$ cat src/rtl/av2_recon_writeback_if.sv
// Recon-beat input and frame-buffer write port of the write-back stage.
// slave  : the write-back stage (consumes recon beats, drives memory writes)
// master : the decoder/memory side (drives recon beats, drives mem_wr_ready)
interface av2_recon_writeback_if #(
   parameter int unsigned DATA_W = 128,
   parameter int unsigned ADDR_W = 32
);
   logic [DATA_W-1:0] recon_data;
   logic [ADDR_W-1:0] recon_addr;
   logic              recon_wr_en;
   logic              mem_wr_valid;
   logic [ADDR_W-1:0] mem_wr_addr;
   logic [DATA_W-1:0] mem_wr_data;
   logic              mem_wr_ready;

   modport master (
      output recon_data, recon_addr, recon_wr_en, mem_wr_ready,
      input  mem_wr_valid, mem_wr_addr, mem_wr_data
   );

   modport slave (
      input  recon_data, recon_addr, recon_wr_en, mem_wr_ready,
      output mem_wr_valid, mem_wr_addr, mem_wr_data
   );
endinterface

$ cat src/rtl/av2_recon_writeback.sv
// Reconstruction write-back: buffers decoder beats in a small FIFO, converts
// beat indices to byte addresses and drains them over a valid/ready port.
// Ports:
//   clk, rst_n   clock, async active-low reset
//   bus          recon beat input + memory write port (slave modport)
//   tile_done    decoder completion (level or pulse)
//   base_addr    frame-buffer byte base, stable while not IDLE
//   clear        sync clear of FSM, overflow and beat_count
//   fifo_level   FIFO occupancy
//   overflow     sticky dropped-beat flag
//   beat_count   completed memory handshakes (wraps)
//   wb_done      one-cycle completion pulse
module av2_recon_writeback #(
   parameter int unsigned DATA_W     = 128,
   parameter int unsigned ADDR_W     = 32,
   parameter int unsigned FIFO_DEPTH = 8,
   parameter int unsigned LVL_W      = $clog2(FIFO_DEPTH) + 1
) (
   input  logic                 clk,
   input  logic                 rst_n,
   av2_recon_writeback_if.slave bus,
   input  logic                 tile_done,
   input  logic [ADDR_W-1:0]    base_addr,
   input  logic                 clear,
   output logic [LVL_W-1:0]     fifo_level,
   output logic                 overflow,
   output logic [15:0]          beat_count,
   output logic                 wb_done
);
   localparam int unsigned PTR_W = $clog2(FIFO_DEPTH);

   typedef enum logic [1:0] {IDLE, ACTIVE, DRAIN, DONE} state_t;

   state_t             state, state_nxt;
   logic [PTR_W-1:0]   wr_ptr, rd_ptr;
   logic [LVL_W-1:0]   level_nxt;
   logic [ADDR_W-1:0]  push_addr;
   logic               valid_q;
   logic               pop, push_acc, drop;
   logic               enter_drain;
   logic               done_block;

   logic [ADDR_W-1:0]  addr_mem [FIFO_DEPTH];
   logic [DATA_W-1:0]  data_mem [FIFO_DEPTH];

   // Handshake and push acceptance; a same-cycle pop frees the full slot
   assign pop       = valid_q & bus.mem_wr_ready;
   assign push_acc  = bus.recon_wr_en & ((fifo_level < LVL_W'(FIFO_DEPTH)) | pop);
   assign drop      = bus.recon_wr_en & ~push_acc;
   assign push_addr = base_addr + (bus.recon_addr << 4);
   assign level_nxt = fifo_level + LVL_W'(push_acc) - LVL_W'(pop);

   // Head entry is masked while empty so outputs read zero out of reset
   assign bus.mem_wr_valid = valid_q;
   assign bus.mem_wr_addr  = valid_q ? addr_mem[rd_ptr] : '0;
   assign bus.mem_wr_data  = valid_q ? data_mem[rd_ptr] : '0;

   // FIFO storage (contents need no reset; pointers define validity)
   always_ff @(posedge clk) begin
      if (push_acc) begin
         addr_mem[wr_ptr] <= push_addr;
         data_mem[wr_ptr] <= bus.recon_data;
      end
   end

   // FIFO pointers and occupancy
   always_ff @(posedge clk or negedge rst_n) begin
      if (!rst_n) begin
         wr_ptr     <= '0;
         rd_ptr     <= '0;
         fifo_level <= '0;
         valid_q    <= 1'b0;
      end else begin
         if (push_acc) wr_ptr <= wr_ptr + PTR_W'(1);
         if (pop)      rd_ptr <= rd_ptr + PTR_W'(1);
         fifo_level <= level_nxt;
         valid_q    <= (level_nxt != '0);
      end
   end

   // Next-state logic; clear overrides every transition
   always_comb begin
      state_nxt   = state;
      enter_drain = 1'b0;
      unique case (state)
         IDLE: begin
            if (tile_done && !done_block) state_nxt = DRAIN;
            else if (push_acc)            state_nxt = ACTIVE;
         end
         ACTIVE: begin
            if (tile_done && !done_block) state_nxt = DRAIN;
         end
         DRAIN: begin
            if ((fifo_level == '0) && !push_acc) state_nxt = DONE;
         end
         DONE: begin
            state_nxt = IDLE;
         end
         default: state_nxt = IDLE;
      endcase
      if (clear) state_nxt = IDLE;
      enter_drain = (state_nxt == DRAIN) && (state != DRAIN);
   end

   // State, status and completion registers.
   // done_block stops a still-high tile_done from re-arming DRAIN once the
   // FSM has cycled back to IDLE; it clears when tile_done falls.
   always_ff @(posedge clk or negedge rst_n) begin
      if (!rst_n) begin
         state      <= IDLE;
         wb_done    <= 1'b0;
         overflow   <= 1'b0;
         beat_count <= '0;
         done_block <= 1'b0;
      end else begin
         state   <= state_nxt;
         wb_done <= (state_nxt == DONE);
         if (!tile_done)       done_block <= 1'b0;
         else if (enter_drain) done_block <= 1'b1;
         if (clear) begin
            overflow   <= 1'b0;
            beat_count <= '0;
         end else begin
            if (drop) overflow   <= 1'b1;
            if (pop)  beat_count <= beat_count + 16'd1;
         end
      end
   end
endmodule

$ cat src/flat_wrapper.sv
// flat-port wrapper written by rule: the top's interface ports become plain ports
module av2_recon_writeback_flat 
#(
   parameter int unsigned DATA_W     = 128,
   parameter int unsigned ADDR_W     = 32,
   parameter int unsigned FIFO_DEPTH = 8,
   parameter int unsigned LVL_W      = $clog2(FIFO_DEPTH) + 1
)
  (clk, rst_n, tile_done, base_addr, clear, fifo_level, overflow, beat_count, wb_done, bus_recon_data, bus_recon_addr, bus_recon_wr_en, bus_mem_wr_ready, bus_mem_wr_valid, bus_mem_wr_addr, bus_mem_wr_data);
  av2_recon_writeback_if #(.DATA_W(DATA_W), .ADDR_W(ADDR_W)) bus_i ();
  input  logic clk;
  input  logic rst_n;
  input  logic tile_done;
  input  logic [ADDR_W-1:0] base_addr;
  input  logic clear;
  output logic [LVL_W-1:0] fifo_level;
  output logic overflow;
  output logic [15:0] beat_count;
  output logic wb_done;
  input wire logic [$bits(bus_i.recon_data)-1:0] bus_recon_data;
  input wire logic [$bits(bus_i.recon_addr)-1:0] bus_recon_addr;
  input wire logic [$bits(bus_i.recon_wr_en)-1:0] bus_recon_wr_en;
  input wire logic [$bits(bus_i.mem_wr_ready)-1:0] bus_mem_wr_ready;
  output wire logic [$bits(bus_i.mem_wr_valid)-1:0] bus_mem_wr_valid;
  output wire logic [$bits(bus_i.mem_wr_addr)-1:0] bus_mem_wr_addr;
  output wire logic [$bits(bus_i.mem_wr_data)-1:0] bus_mem_wr_data;
  assign bus_i.recon_data = bus_recon_data;
  assign bus_i.recon_addr = bus_recon_addr;
  assign bus_i.recon_wr_en = bus_recon_wr_en;
  assign bus_i.mem_wr_ready = bus_mem_wr_ready;
  assign bus_mem_wr_valid = bus_i.mem_wr_valid;
  assign bus_mem_wr_addr = bus_i.mem_wr_addr;
  assign bus_mem_wr_data = bus_i.mem_wr_data;
  av2_recon_writeback #(.DATA_W(DATA_W), .ADDR_W(ADDR_W), .FIFO_DEPTH(FIFO_DEPTH), .LVL_W(LVL_W)) u_core (.clk(clk), .rst_n(rst_n), .bus(bus_i), .tile_done(tile_done), .base_addr(base_addr), .clear(clear), .fifo_level(fifo_level), .overflow(overflow), .beat_count(beat_count), .wb_done(wb_done));
endmodule
$ cat config.mk
export PLATFORM = sky130hd
export DESIGN_NAME = av2_recon_writeback_flat
export DESIGN_NICKNAME = d
export VERILOG_FILES = /design/src/rtl/av2_recon_writeback_if.sv /design/src/rtl/av2_recon_writeback.sv /design/src/flat_wrapper.sv
export SDC_FILE = /design/constraint.sdc
export NUM_CORES = 1
export LEC_CHECK = 0
export BUFFER_PORTS_ARGS = -buffer_cell sky130_fd_sc_hd__buf_2
export CAP_MARGIN = 40
export CORE_MARGIN = 10
export CORE_UTILIZATION = 25
export CTS_CLUSTER_DIAMETER = 30
export CTS_CLUSTER_SIZE = 14
export DETAILED_ROUTE_END_ITERATION = 8
export GPL_ROUTABILITY_DRIVEN = 0
export PLACE_DENSITY = 0.4
export SYNTH_ARGS = -nofsm -noshare
export SYNTH_HDL_FRONTEND = slang
export SYNTH_SLANG_ARGS = --single-unit
$ cat constraint.sdc
create_clock -name clk -period 22.2 [get_ports clk]
set_input_delay 2.22 -clock clk [delete_from_list [all_inputs] [get_ports clk]]
set_output_delay 2.22 -clock clk [all_outputs]
set_load 0.005 [all_outputs]
==> flow_metrics.py <==
metrics = {
    "run_status": {
        "outcome": "finished, final reports clean",
    },
    "layout": {
        "nNetsFinal": 3284,
        "syn_to_final_growth_pct": 30.3,
        "stdcell_count": 5974,
        "stdcell_area_um2": 67500,
        "drive_gt1_share_pct": 37.9,
    },
    "timing": {
        "finalCriticalPeriod_ns": 7.47,
        "finClkSkew_ns": 0.0545,
        "tns_ns": 0,
        "rsz0062_at_grt": "false",
        "setup_viol": 0,
        "timing.max_slew.rel_slack_pct": 29.3,
        "hold_viol_final": 0,
        "drv_slew": 0,
        "finalCritPeriodShare_pct": 33.7,
        "tightest_slew_ns": 1.06,
        "max_freq_ghz": 0.134,
        "worst_slack_ns": 14.73,
    },
    "setup_path": {
        "r2r.worst_path.cells": 8,
        "critPathKind": "reg -> out",
        "required_ns": 19.98,
        "critPathCaptureType": "output pin",
        "critPathLaunch": "u_core.rd_ptr[0]",
        "critPathLaunchType": "flip-flop",
        "r2r-end": "u_core.data_mem[3][93]",
        "crit_end": "bus_mem_wr_addr[30]",
        "reg2reg_from": "u_core.bus.mem_wr_valid",
        "arrival_ns": 5.25,
        "cp_max_fo": 88,
        "ff2ff_setup_slack_ns": 18.09,
    },
    "job": {
        "cap_violations": 0,
    },
    "clocking": {
        "numCtsBuffers": 299,
        "htree_levels": 5,
        "clock_path_buffers": 4,
        "clock_latency_ns": 0.90,
        "clkSinkCount": 1312,
        "cts_hold_buf": 0,
        "post_cts_buffers": 0,
        "cts_tree": "done",
        "cts_resized": 0,
        "clockRootBuffer": "clkbuf_16",
        "clk_pin_slew_ns": 0.04,
    },
    "grt": {
        "grt_pass1_vias": 28866,
        "grt_max_degree": 123,
        "grt_use_total_pct": 12.3,
        "grt_pass1_wl_um": 202000,
        "overflow": 0,
        "antenna_found_initial": 41,
    },
    "power": {
        "p_sw_w": 0.00271,
        "leakage_nw": 23.0,
        "p_total_w": 0.00973,
        "sw_frac_of_total_pct": 27.9,
        "intPower_w": 0.00702,
        "clkPwrFrac_pct": 42.8,
        "p_seq_share_pct": 32.6,
        "ir_drop_mv": 0.0834,
        "combPwrFrac_pct": 24.5,
        "p_per_area_nw_per_um2": 144,
    },
    "synth": {
        "avgSynthCellArea_um2": 21.5,
        "synth.distinct_cells": 53,
        "synthCells": 2410,
        "synth_ff_type": "edfxtp_1",
        "synth_top_family_by_area": "multiplexers",
        "synthSimpleGateAreaFrac_pct": 3.38,
        "synthXorXnorAreaFrac_pct": 0.643,
        "synth_edf_count": 1280,
        "muxShareOfSynthArea_pct": 17.1,
        "syn_area_um2": 51800,
        "synth_area_leader_cell": "edfxtp_1",
        "synth_nets": 2645,
        "synth.area.top_cells": "edfxtp_1, mux4_2, mux2i_1",
        "synth_compound_area_share_pct": 1.15,
        "synth_warnings": 0,
        "synthArstFlopShare_pct": 2.44,
        "ys_seq_area_share_pct": 75.8,
        "synth_top_cell_area_share_pct": 74.2,
        "ys_ff_latch": 1312,
        "synthAdderAreaFrac_pct": 0.923,
    },
    "placement": {
        "dpl_cell_area_um2": 57800,
        "dp_worst_setup_slack_ns": 15.40,
        "io_buffers": 376,
        "placed_cells": 5451,
        "hpwl_um": 83800,
    },
    "floorplan": {
        "pin_count": 381,
        "die_area_um2": 226000,
        "fp.dieW_um": 475,
        "start_util_pct": 25.1,
        "placementRows": 167,
        "coreArea_um2": 207000,
        "dieHeight_um": 475,
    },
    "drt": {
        "vias": 26532,
        "wl_met3_um": 9030,
        "drt-total-wl_um": 142000,
        "ant_nets": 0,
        "drt_iter0_drc": 1845,
        "highest_layer": "met5",
        "drt-pass1-iter-count": 5,
        "wl_per_cell_um": 23.8,
        "wl_met2_um": 68200,
        "drt-met1-wl_um": 61200,
        "via_per_inst": 4.44,
        "drc": 0,
    },
    "min_path": {
        "hold_depth": 2,
        "hp-start": "u_core.overflow",
        "hold_class": "reg -> reg",
    },
}
-- metrics by stage --
step,hold slack [ns],utilization (%)
after floorplan,0.486,-
after global placement,0.484,27.6
after detailed placement,0.499,28.0
after CTS,0.508,32.6
after global routing,0.537,32.7
final,0.499,32.7
-- metal layers --
metal	up-vias	global-route usage (%)
met1	13985	15.8
met2	891	19.9
li1	11341	-
met3	295	3.46
met5	-	0
met4	20	4.07
-- cells in the final DEF, fill, tap and decap left out, types with 25 or more instances in the layout --
| cell | Yosys | final |
|---|---|---|
| dfrtp_1 | 32 | 28 |
| buf_4 | 0 | 45 |
| clkbuf_1 | 68 | 35 |
| bufinv_16 | 0 | 33 |
| ha_1 | 35 | 35 |
| clkbuf_16 | 0 | 304 |
| buf_2 | 34 | 381 |
| mux2i_1 | 163 | 163 |
| nand2_1 | 45 | 45 |
| a21oi_1 | 32 | 32 |
| clkinv_1 | 1 | 42 |
| nor2_1 | 40 | 37 |
| mux4_2 | 320 | 320 |
| buf_16 | 0 | 25 |
| nor2b_1 | 162 | 162 |
| edfxtp_1 | 1280 | 1280 |
| clkinv_2 | 0 | 37 |
-- worst min path at each step --
stage | endpoint | slack, ns
6_report | u_core.overflow | 0.50
5_1_grt | u_core.overflow | 0.54
4_1_cts | u_core.overflow | 0.51
3_5_place_dp | u_core.overflow | 0.50
3_3_place_gp | u_core.overflow | 0.48
2_1_floorplan | u_core.overflow | 0.49
-- power by group through the flow --
stage               registers, W  clock network (W)  logic (W)
global placement         0.00320                  0    0.00239
global route             0.00320            0.00441    0.00261
CTS                      0.00318            0.00427    0.00249
detailed placement       0.00322                  0    0.00249
floorplan                0.00326                  0    0.00147
finish                   0.00317            0.00417    0.00239
-- synthesized netlist by cell type (21+ instances only) --
| cell type | number |
|---|---|
| edfxtp_1 | 1280 |
| mux4_2 | 320 |
| mux2i_1 | 163 |
| nor2b_1 | 162 |
| clkbuf_1 | 68 |
| nand2_1 | 45 |
| nor2_1 | 40 |
| ha_1 | 35 |
| buf_2 | 34 |
| a21oi_1 | 32 |
| dfrtp_1 | 32 |
| xor2_1 | 21 |
-- critical path: stages (launching register included) --
cell and delay [ns]:
dfrtp_4 0.87, buf_4 0.38, buf_16 0.32, buf_4 0.65, buf_12 0.65, mux4_2 0.58, mux2i_1 0.33, nor2b_1 0.19
buf_2 0.17
-- sequential cells by signal, summed over array words and instances, names as in the netlist --
signal,cells
u_core.data_mem,1024
u_core.addr_mem,256
u_core.beat_count,16
u_core.fifo_level,4
u_core.rd_ptr,3
u_core.wr_ptr,3
u_core.state,2
u_core.bus.mem_wr_valid,1
u_core.done_block,1
u_core.overflow,1
u_core.wb_done,1
-- kinds of logic after synthesis --
group | count (synthesis)
DFF | 1312
and+or+nand+nor | 314
buffers and inverters | 133
AOI/OAI and AO/OA | 91
xor gates and xnor gates | 38
muxes | 485
adders and majority gates | 37
-- layout make-up --
type | count | area [um^2]
Timing Repair Buffer | 457 | 3050
Multi-Input combinational cell | 965 | 12100
Fill cell | 19540 | 139000
Inverter | 14 | 52.6
Sequential cell | 1312 | 39300
Clock buffer | 343 | 7790
Antenna cell | 11 | 27.5
Tap cell | 2704 | 3380
Clock inverter | 168 | 1860
(Power assumes the default switching activity.)
